--- config.mk ---
export PLATFORM = sky130hd
export DESIGN_NAME = multi_timer
export DESIGN_NICKNAME = d
export VERILOG_FILES = /design/src/rtl/multi_timer_pkg.sv /design/src/rtl/multi_timer_channel.sv /design/src/rtl/multi_timer.sv
export SDC_FILE = /design/constraint.sdc
export NUM_CORES = 1
export LEC_CHECK = 0
export ABC_AREA = 1
export CAP_MARGIN = 15
export CORE_ASPECT_RATIO = 0.8
export CORE_UTILIZATION = 64
export DETAILED_ROUTE_END_ITERATION = 6
export GPL_ROUTABILITY_DRIVEN = 1
export PLACE_DENSITY = 0.95
export SLEW_MARGIN = 20
export SYNTH_ARGS = -nofsm -noshare
export SYNTH_HDL_FRONTEND = slang
export SYNTH_SLANG_ARGS = --single-unit
--- constraint.sdc ---
create_clock -name CLK_I -period 15.05 [get_ports CLK_I]
set_clock_uncertainty 0.1 [all_clocks]
set_input_delay 1.505 -clock CLK_I [delete_from_list [all_inputs] [get_ports CLK_I]]
set_output_delay 1.505 -clock CLK_I [all_outputs]
set_load 0.02 [all_outputs]
--- src/rtl/multi_timer_pkg.sv ---
// Shared constants for the multi-channel timer: register offsets, modes and CTRL bit positions.
package multi_timer_pkg;
  localparam logic [1:0] REG_CTRL   = 2'd0;
  localparam logic [1:0] REG_PRESET = 2'd1;
  localparam logic [1:0] REG_COUNT  = 2'd2;
  localparam logic [1:0] REG_CMP    = 2'd3;

  localparam logic [1:0] MODE_ONESHOT  = 2'd0;
  localparam logic [1:0] MODE_PERIODIC = 2'd1;
  localparam logic [1:0] MODE_PWM      = 2'd2;

  localparam int CTRL_EN       = 0;
  localparam int CTRL_MODE_LSB = 1;
  localparam int CTRL_MODE_MSB = 2;
  localparam int CTRL_IM       = 3;
  localparam int CTRL_PS_LSB   = 8;
  localparam int CTRL_PEND     = 31;
endpackage

--- src/rtl/multi_timer_channel.sv ---
// One timer channel: registers, prescaler, expiry logic and PWM compare.
module timer_channel
  import multi_timer_pkg::*;
#(
  parameter int CW  = 32,
  parameter int PSW = 8
) (
  input  logic        clk,
  input  logic        rst,
  input  logic        we,
  input  logic [1:0]  sel,
  input  logic [31:0] wdata,
  output logic [31:0] rdata,
  output logic        irq,
  output logic        pwm
);
  logic           en_q, en_d;
  logic [1:0]     mode_q, mode_d;
  logic           im_q, im_d;
  logic           pend_q, pend_d;
  logic [PSW-1:0] ps_q, ps_d;
  logic [PSW-1:0] pscnt_q, pscnt_d;
  logic [CW-1:0]  preset_q, preset_d;
  logic [CW-1:0]  count_q, count_d;
  logic [CW-1:0]  cmp_q, cmp_d;

  logic tick, expiry, oneshot, wr_ctrl, wr_count;
  logic [31:0] ctrl_word;
  logic unused_wdata;

  assign unused_wdata = ^wdata;
  assign wr_ctrl  = we && (sel == REG_CTRL);
  assign wr_count = we && (sel == REG_COUNT);
  assign oneshot  = (mode_q == MODE_ONESHOT);
  assign tick     = en_q && (pscnt_q == ps_q);
  assign expiry   = tick && (count_q == '0);

  always_comb begin
    en_d     = en_q;
    mode_d   = mode_q;
    im_d     = im_q;
    ps_d     = ps_q;
    pend_d   = pend_q;
    preset_d = preset_q;
    count_d  = count_q;
    cmp_d    = cmp_q;
    pscnt_d  = pscnt_q;

    if (wr_ctrl || wr_count)
      pscnt_d = '0;
    else if (en_q)
      pscnt_d = tick ? '0 : pscnt_q + 1'b1;

    if (tick)
      count_d = (count_q != '0) ? count_q - 1'b1 : (oneshot ? '0 : preset_q);
    if (wr_count)
      count_d = wdata[CW-1:0];

    // Clear first so a coincident expiry wins; written EN overrides the one-shot auto-clear.
    if (wr_ctrl) begin
      mode_d = wdata[CTRL_MODE_MSB:CTRL_MODE_LSB];
      im_d   = wdata[CTRL_IM];
      ps_d   = wdata[CTRL_PS_LSB +: PSW];
      if (wdata[CTRL_PEND])
        pend_d = 1'b0;
    end
    if (expiry) begin
      pend_d = 1'b1;
      if (oneshot)
        en_d = 1'b0;
    end
    if (wr_ctrl)
      en_d = wdata[CTRL_EN];

    if (we && sel == REG_PRESET)
      preset_d = wdata[CW-1:0];
    if (we && sel == REG_CMP)
      cmp_d = wdata[CW-1:0];
  end

  always_ff @(posedge clk or posedge rst) begin
    if (rst) begin
      en_q     <= 1'b0;
      mode_q   <= MODE_ONESHOT;
      im_q     <= 1'b0;
      ps_q     <= '0;
      pend_q   <= 1'b0;
      preset_q <= '0;
      count_q  <= '0;
      cmp_q    <= '0;
      pscnt_q  <= '0;
    end else begin
      en_q     <= en_d;
      mode_q   <= mode_d;
      im_q     <= im_d;
      ps_q     <= ps_d;
      pend_q   <= pend_d;
      preset_q <= preset_d;
      count_q  <= count_d;
      cmp_q    <= cmp_d;
      pscnt_q  <= pscnt_d;
    end
  end

  always_comb begin
    ctrl_word = '0;
    ctrl_word[CTRL_EN] = en_q;
    ctrl_word[CTRL_MODE_MSB:CTRL_MODE_LSB] = mode_q;
    ctrl_word[CTRL_IM] = im_q;
    ctrl_word[CTRL_PS_LSB +: PSW] = ps_q;
    ctrl_word[CTRL_PEND] = pend_q;
    case (sel)
      REG_CTRL:   rdata = ctrl_word;
      REG_PRESET: rdata = 32'(preset_q);
      REG_COUNT:  rdata = 32'(count_q);
      default:    rdata = 32'(cmp_q);
    endcase
  end

  assign irq = pend_q && im_q;
  assign pwm = en_q && (mode_q == MODE_PWM) && (count_q < cmp_q);
endmodule

--- src/rtl/multi_timer.sv ---
// Multi-channel timer top: bus address decode, read-data channel mux and IRQ combine.
module multi_timer
  import multi_timer_pkg::*;
#(
  parameter int NCH = 2,
  parameter int CW  = 32,
  parameter int PSW = 8
) (
  input  logic                     CLK_I,
  input  logic                     RST_I,
  input  logic [$clog2(NCH)+1:0]   ADDR_I,
  input  logic                     WE_I,
  input  logic [31:0]              DAT_I,
  output logic [31:0]              DAT_O,
  output logic                     IRQ,
  output logic [NCH-1:0]           PWM_O
);
  localparam int CSW = $clog2(NCH);

  logic [CSW-1:0] ch_sel;
  logic [1:0]     reg_sel;
  logic [31:0]    rdata_vec [NCH];
  logic [NCH-1:0] irq_vec;

  assign ch_sel  = ADDR_I[CSW+1:2];
  assign reg_sel = ADDR_I[1:0];

  for (genvar gi = 0; gi < NCH; gi++) begin : g_ch
    timer_channel #(.CW(CW), .PSW(PSW)) u_ch (
      .clk   (CLK_I),
      .rst   (RST_I),
      .we    (WE_I && (ch_sel == CSW'(gi))),
      .sel   (reg_sel),
      .wdata (DAT_I),
      .rdata (rdata_vec[gi]),
      .irq   (irq_vec[gi]),
      .pwm   (PWM_O[gi])
    );
  end

  assign DAT_O = rdata_vec[ch_sel];
  assign IRQ   = |irq_vec;
endmodule
* Word-level counts from Yosys, hierarchy flattened
Index checks and enable logic that the tools add are counted.
** Operators by class
- Add/subtract/negate cells :: 4
- Magnitude comparators :: 3
- Equal/unequal tests :: 7
- Muxes and demuxes :: 30
- Bitwise logic cells :: 2
- Reductions and logical operators :: 44
** Operators by type and width (count)
- two-way mux 32 bit :: 11
- case mux 32 bit (3 select lines) :: 2
- zero test 32 bit :: 2
- less-than comparator 32 bit :: 2
- nonzero test 32 bit :: 2
- subtractor 32 x 1 -> 32 bit (second input constant) :: 2
- two-way mux 8 bit :: 6
- logical AND 1 bit :: 20
- nonzero test 2 bit :: 10
- adder 8 x 1 -> 8 bit (second input constant) :: 2
- == test 8 bit :: 2
- two-way mux 1 bit :: 11
- == test 2 bit (second input constant) :: 4
- AND reduction 2 bit :: 4
- zero test 2 bit :: 3
- == test 2 x 1 -> 1 bit (second input constant) :: 1
- greater-or-equal comparator 2 bit (second input constant) :: 1
- logical OR 1 bit :: 2
- inverter 1 -> 2 bit :: 1
- OR reduction 2 bit :: 1
- inverter 1 bit :: 1
** Storage, ports and cells
- Bits in registers :: 234
- Bits of input ports :: 38

* Longest topological paths before layout
- Word-level depth :: 5
- Gate-level depth with buffers :: 13
- Mapped depth without buffers :: 13

* Cells and area by module
A second synthesis with hierarchy kept.
** Unflattened totals
- Cell total of the unflattened synthesis :: 2350
- Area total of the unflattened synthesis :: 16250.6 µm²
** By module, submodules not included
- timer_channel at g_ch[1].u_ch :: instances 1, cells an instance 1119, area an instance 7891.3 µm², seq. area each 2927.8 µm²
- timer_channel at g_ch[0].u_ch :: instances 1, cells an instance 1122, area an instance 7863.8 µm², seq. area each 2927.8 µm²
- multi_timer :: instances 1, cells an instance 109, area an instance 495.5 µm², seq. area each 0.0 µm²

* Least setup slack after synthesis
No wires, ideal clock.
- Kind :: input to output
- Start point :: input ADDR_I[0]
- End point :: output DAT_O[0]
- Arrival :: 2.737 ns
- Data required time :: 13.445 ns
- Slack :: 10.708 ns
- Stages :: 7
- Buffers on the path :: 2
- Path through :: inv_2 -> nand2_2 -> buf_2 -> buf_2 -> o221ai_1 -> a21oi_1 -> o21ai_0
** Between the ends
- Cells in the longest elaborated chain, start to end :: 5
- Elaborated cells between the ends (all ways) :: 8
- Classes of those cells :: eq/ne: 2; mux: 5; reduce/logical: 1
** RTL lines
- from (decl) :: RTL line multi_timer.sv:11 : input logic [$clog2(NCH)+1:0] ADDR_I,
- == test 2 bit, or another cell as far along :: RTL line multi_timer_channel.sv:112 : case (sel)
- case mux 32 bit (3 select lines) :: RTL line multi_timer_channel.sv:112
- two-way mux 32 bit (implied by the code) * (3 in a row) :: RTL line multi_timer.sv:41 : assign DAT_O = rdata_vec[ch_sel];
- to (decl) :: RTL line multi_timer.sv:14 : output logic [31:0] DAT_O,
Mark *: on every way between the ends. The rest lies on a longest branch, timed or not. The select of a mux whose other input is x is not followed.

* Worst setup path in the final report
- Start point :: input ADDR_I[1]
- End point :: output DAT_O[31]
Same word-level chain as after synthesis.

==> metrics.md <==
| Metric | Value |
|---|---|
| TritonCTS buffer count | 26 |
| Routed wire per std cell | 22.00 um |
| Gate Count Post-Synth | approximately 2,300 |
| Max-slew violation count | 0 |
| Area growth syn-to-layout | 10.45% |
| Filler Cell Count | 1,884 |
| Clock sink count | roughly 230 |
| Synth Area in XOR/XNOR | 1.914% |
| # H-tree levels | 1 |
| Die area | between 0.02 and 0.025 mm2 |
| Relative slew slack | 27.71% |
| Final wirelength | 57,660 um |
| Total GRT Usage | 46.44% |
| Core Region | 0.02365 mm2 |
| Final worst path period share | between 40% and 50% |
| Async S/R FF share, synth | 100.0% |
| Final std cells w/o fill | approximately 2,600 |
| Root Driver | clkbuf_16 |
| Syn Nets | around 2,400 |
| Simple-gate area share of the yosys netlist | 29.48% |
| VDD IR max | 0.1110 mV |
| First-pass GRT wire length | about 88,000 um |
| Worst EP required | 13.45 ns |
| Largest family of logic cells by synthesized area | simple AND/OR/NAND/NOR gates |
| Type of the worst setup path | input pin to output port |
| Final Hold Fails | 0 |
| Io pins | 73 |
| Final net count | 2,398 |
| DRC Markers | 0 |
| Vias in the first global route | about 15,000 |
| Mapped Avg Cell Area | a little under 7 um2 |
| Post-CTS Resized | 0 |
| FMAX | 0.1478 GHz |
| Least-Margin Pin Slew | roughly 1.1 ns |
| Crit path largest cell delay | 0.79 ns |
| Initial DRT Pass Iterations | 6 |
| Most frequent cells in the layout | 660 x nand2_1, 273 x inv_1, 269 x o21ai_0, 234 x dfrtp_1, 222 x nor2_1 |
| Pwr/cell area | 157.7 mW/mm2 |
| Fin area | 0.01719 mm2 |
| Sequential cell area | 0.005856 mm2 |
| Reg-to-reg slack, setup | 12.36 ns |
| Max clock buf depth | 3 |
| Setup bufs post-CTS | 0 |
| Worst Setup Start Kind | input pin |
| Reg2reg start | g_ch[1].u_ch.count_q[14] |
| Status | finished, final reports clean |
| Fin Setup TNS | 0 ns |
| Skew-Pair Late Insertion Delay | roughly 0.55 ns |
| GR Layer Usage met1 | 66.33% |
| Sequential fraction of the synthesis area | 37.63% |
| Setup violators final | 0 |
| Overall Power | 2.711 mW |
| Hold buffers post-CTS | 0 |
| CP most frequent cell | clkdlybuf4s50_1 |
| Starting Density | 65.80% |
| Compound-gate portion of the synthesized area | 15.78% |
| Max_cap viols | 0 |
| Initial antenna violation count | 0 |
| RSZ-0062 raised after global routing | false |
| Yosys cell types | 43 |
| Pin count of the biggest net entering global routing | 154 |
| Worst EP arrival | 5.16 ns |
| Util after Layout | 72.68% |
| Placed Cells | 2,576 |
| Worst Hold Endpoint | g_ch[1].u_ch.preset_q[31] |
| Residual overflow from global routing | 0 |
| GR Layer Usage met3 | 19.27% |
| Multi-input logic area | 0.008258 mm2 |
| Crit-path cells | clkdlybuf4s50_1, nand2_1, clkinv_1, buf_4, a221oi_1, mux2i_1, clkdlybuf4s50_1 |
| Critical path's slowest cell | clkinv_1 |
| R2r worst-path depth | 9 |
| Synth Register Bits | 234 |
| EDFF count, synth | 0 |
| Largest fanout on the critical path | 32 |
| Pleak | 8.443 nW |
| Die Y | ~140 um |
| Via density | about 6.4 |
| CTS tree | built |
| Hold path startpoint | g_ch[1].u_ch.preset_q[31] |
| Synthesized cell area | 0.01556 mm2 |
| Commonest non-fill, non-tap cell in the layout | nand2_1 |
| Post-synthesis mux area share | less than 1% |
| # rows | 50 |
| IO Port Bufs | 72 |
| GP Congestion | 1.048 |
| Die X | 176.3 um |
| Drt first-iter violations | 2,672 |
| Clock transition at path regs | 0.06 ns |
| Ratio of cells with drive above 1 in the final layout | 3.681% |
| Synth Flop Type | dfrtp_1 |
| Final ANT Viol Nets | 0 |
| Reg2reg end | g_ch[1].u_ch.count_q[19] |
| Yosys warns | 0 |
| Ant diodes | 0 |
| Post-Synth Adder-Cell Area | 5.468% |
| Worst hold path class | flip-flop to flip-flop |
| Vias | ~17,000 |
| Met2 usage | a little under two thirds |
| Hpwl dp | 42,490 um |
| Cell area after placement | 0.01637 mm2 |
| Global routing's busiest layer | met1 |
| Hold path depth | 2 |
| Setup crit end kind | output port |
| Crit path time final | roughly 6.8 ns |
[cells in the mapped netlist, types with 6 or more instances]
cell type  count  area (um2)
nand2_1      663        2489
inv_1        274        1028
o21ai_0      269        1346
dfrtp_1      234        5856
nor2_1       223       837.1
nand3_1      173       865.8
a21oi_1       84       420.4
ha_1          68       850.8
clkbuf_1      59       221.5
a221oi_1      44       385.4
xor2_1        28       245.2
buf_2         21       105.1
o22ai_1       17       106.4
nand4_1       14       87.58
inv_2         11       41.29
nor2_2        10       62.56
o221ai_1      10       87.58
nor3_1         8       40.04
nand2_2        7       43.79
o21ai_1        7       35.03
xnor2_1        6       52.55
[final cells by class]
| type | count | share of cell area [%] |
|---|---|---|
| clock inverters | 7 | 0.2475 |
| clock buffers | 38 | 4.346 |
| well taps | 312 | 2.271 |
| inverters | 287 | 6.341 |
| repair buffers | 80 | 4.681 |
| multi-input cells | 1663 | 48.05 |
| flip-flops and latches | 234 | 34.07 |
[how the worst max path moves through the flow]
stage | startpoint | end | slack [ns] | cells after the start
5_1_grt | ADDR_I[1] | DAT_O[1] | 8.25 | 7
2_1_floorplan | RST_I | g_ch[0].u_ch.cmp_q[0] | 7.03 | 1
3_5_place_dp | ADDR_I[1] | DAT_O[1] | 8.46 | 7
3_3_place_gp | ADDR_I[1] | DAT_O[1] | 8.55 | 7
4_1_cts | ADDR_I[1] | DAT_O[1] | 8.45 | 7
6_report | ADDR_I[1] | DAT_O[31] | 8.29 | 7
[per-layer routing]
metal	vias up	wire length (um)
li1	7443	-
met1	7654	22440
met2	1378	22960
met3	214	10310
met4	0	1948
met5	-	0
[report_power, final]
part           switching (mW)  internal (mW)
clock                   0.270          0.343
combinational           0.704          0.369
sequential              0.241          0.784
[logic make-up (layout without fill, tap and decap cells)]
kind of cell | after synthesis | in the layout
buf+inv | 377 | 412
mux | 3 | 3
xor+xnor | 34 | 34
simple gates | 1117 | 1117
fa+ha+maj | 68 | 68
compound gates | 441 | 441
flops | 234 | 234
[state kept, by name (all words and copies together), names as in the netlist]
name                cells
g_ch.u_ch.cmp_q        64
g_ch.u_ch.count_q      64
g_ch.u_ch.ps_q         16
g_ch.u_ch.mode_q        4
g_ch.u_ch.preset_q     64
g_ch.u_ch.en_q          2
g_ch.u_ch.pend_q        2
g_ch.u_ch.im_q          2
g_ch.u_ch.pscnt_q      16
[critical path: cells and delay by family]
| kind | cells | cell delay, ns |
|---|---|---|
| muxes | 1 | 0.21 |
| buffers and inverters | 4 | 2.43 |
| AOI/OAI and AO/OA | 1 | 0.39 |
| and+or+nand+nor | 1 | 0.60 |
[through the flow]
| step | hold slack, ns | worst slack [ns] |
|---|---|---|
| 2_1_floorplan | 0.3530 | 7.027 |
| 3_3_place_gp | 0.3658 | 8.548 |
| 3_5_place_dp | 0.3733 | 8.462 |
| 4_1_cts | 0.3888 | 8.451 |
| 5_1_grt | 0.4006 | 8.254 |
| 6_report | 0.3937 | 8.286 |
No activity file was read; power rests on OpenSTA's default activity.
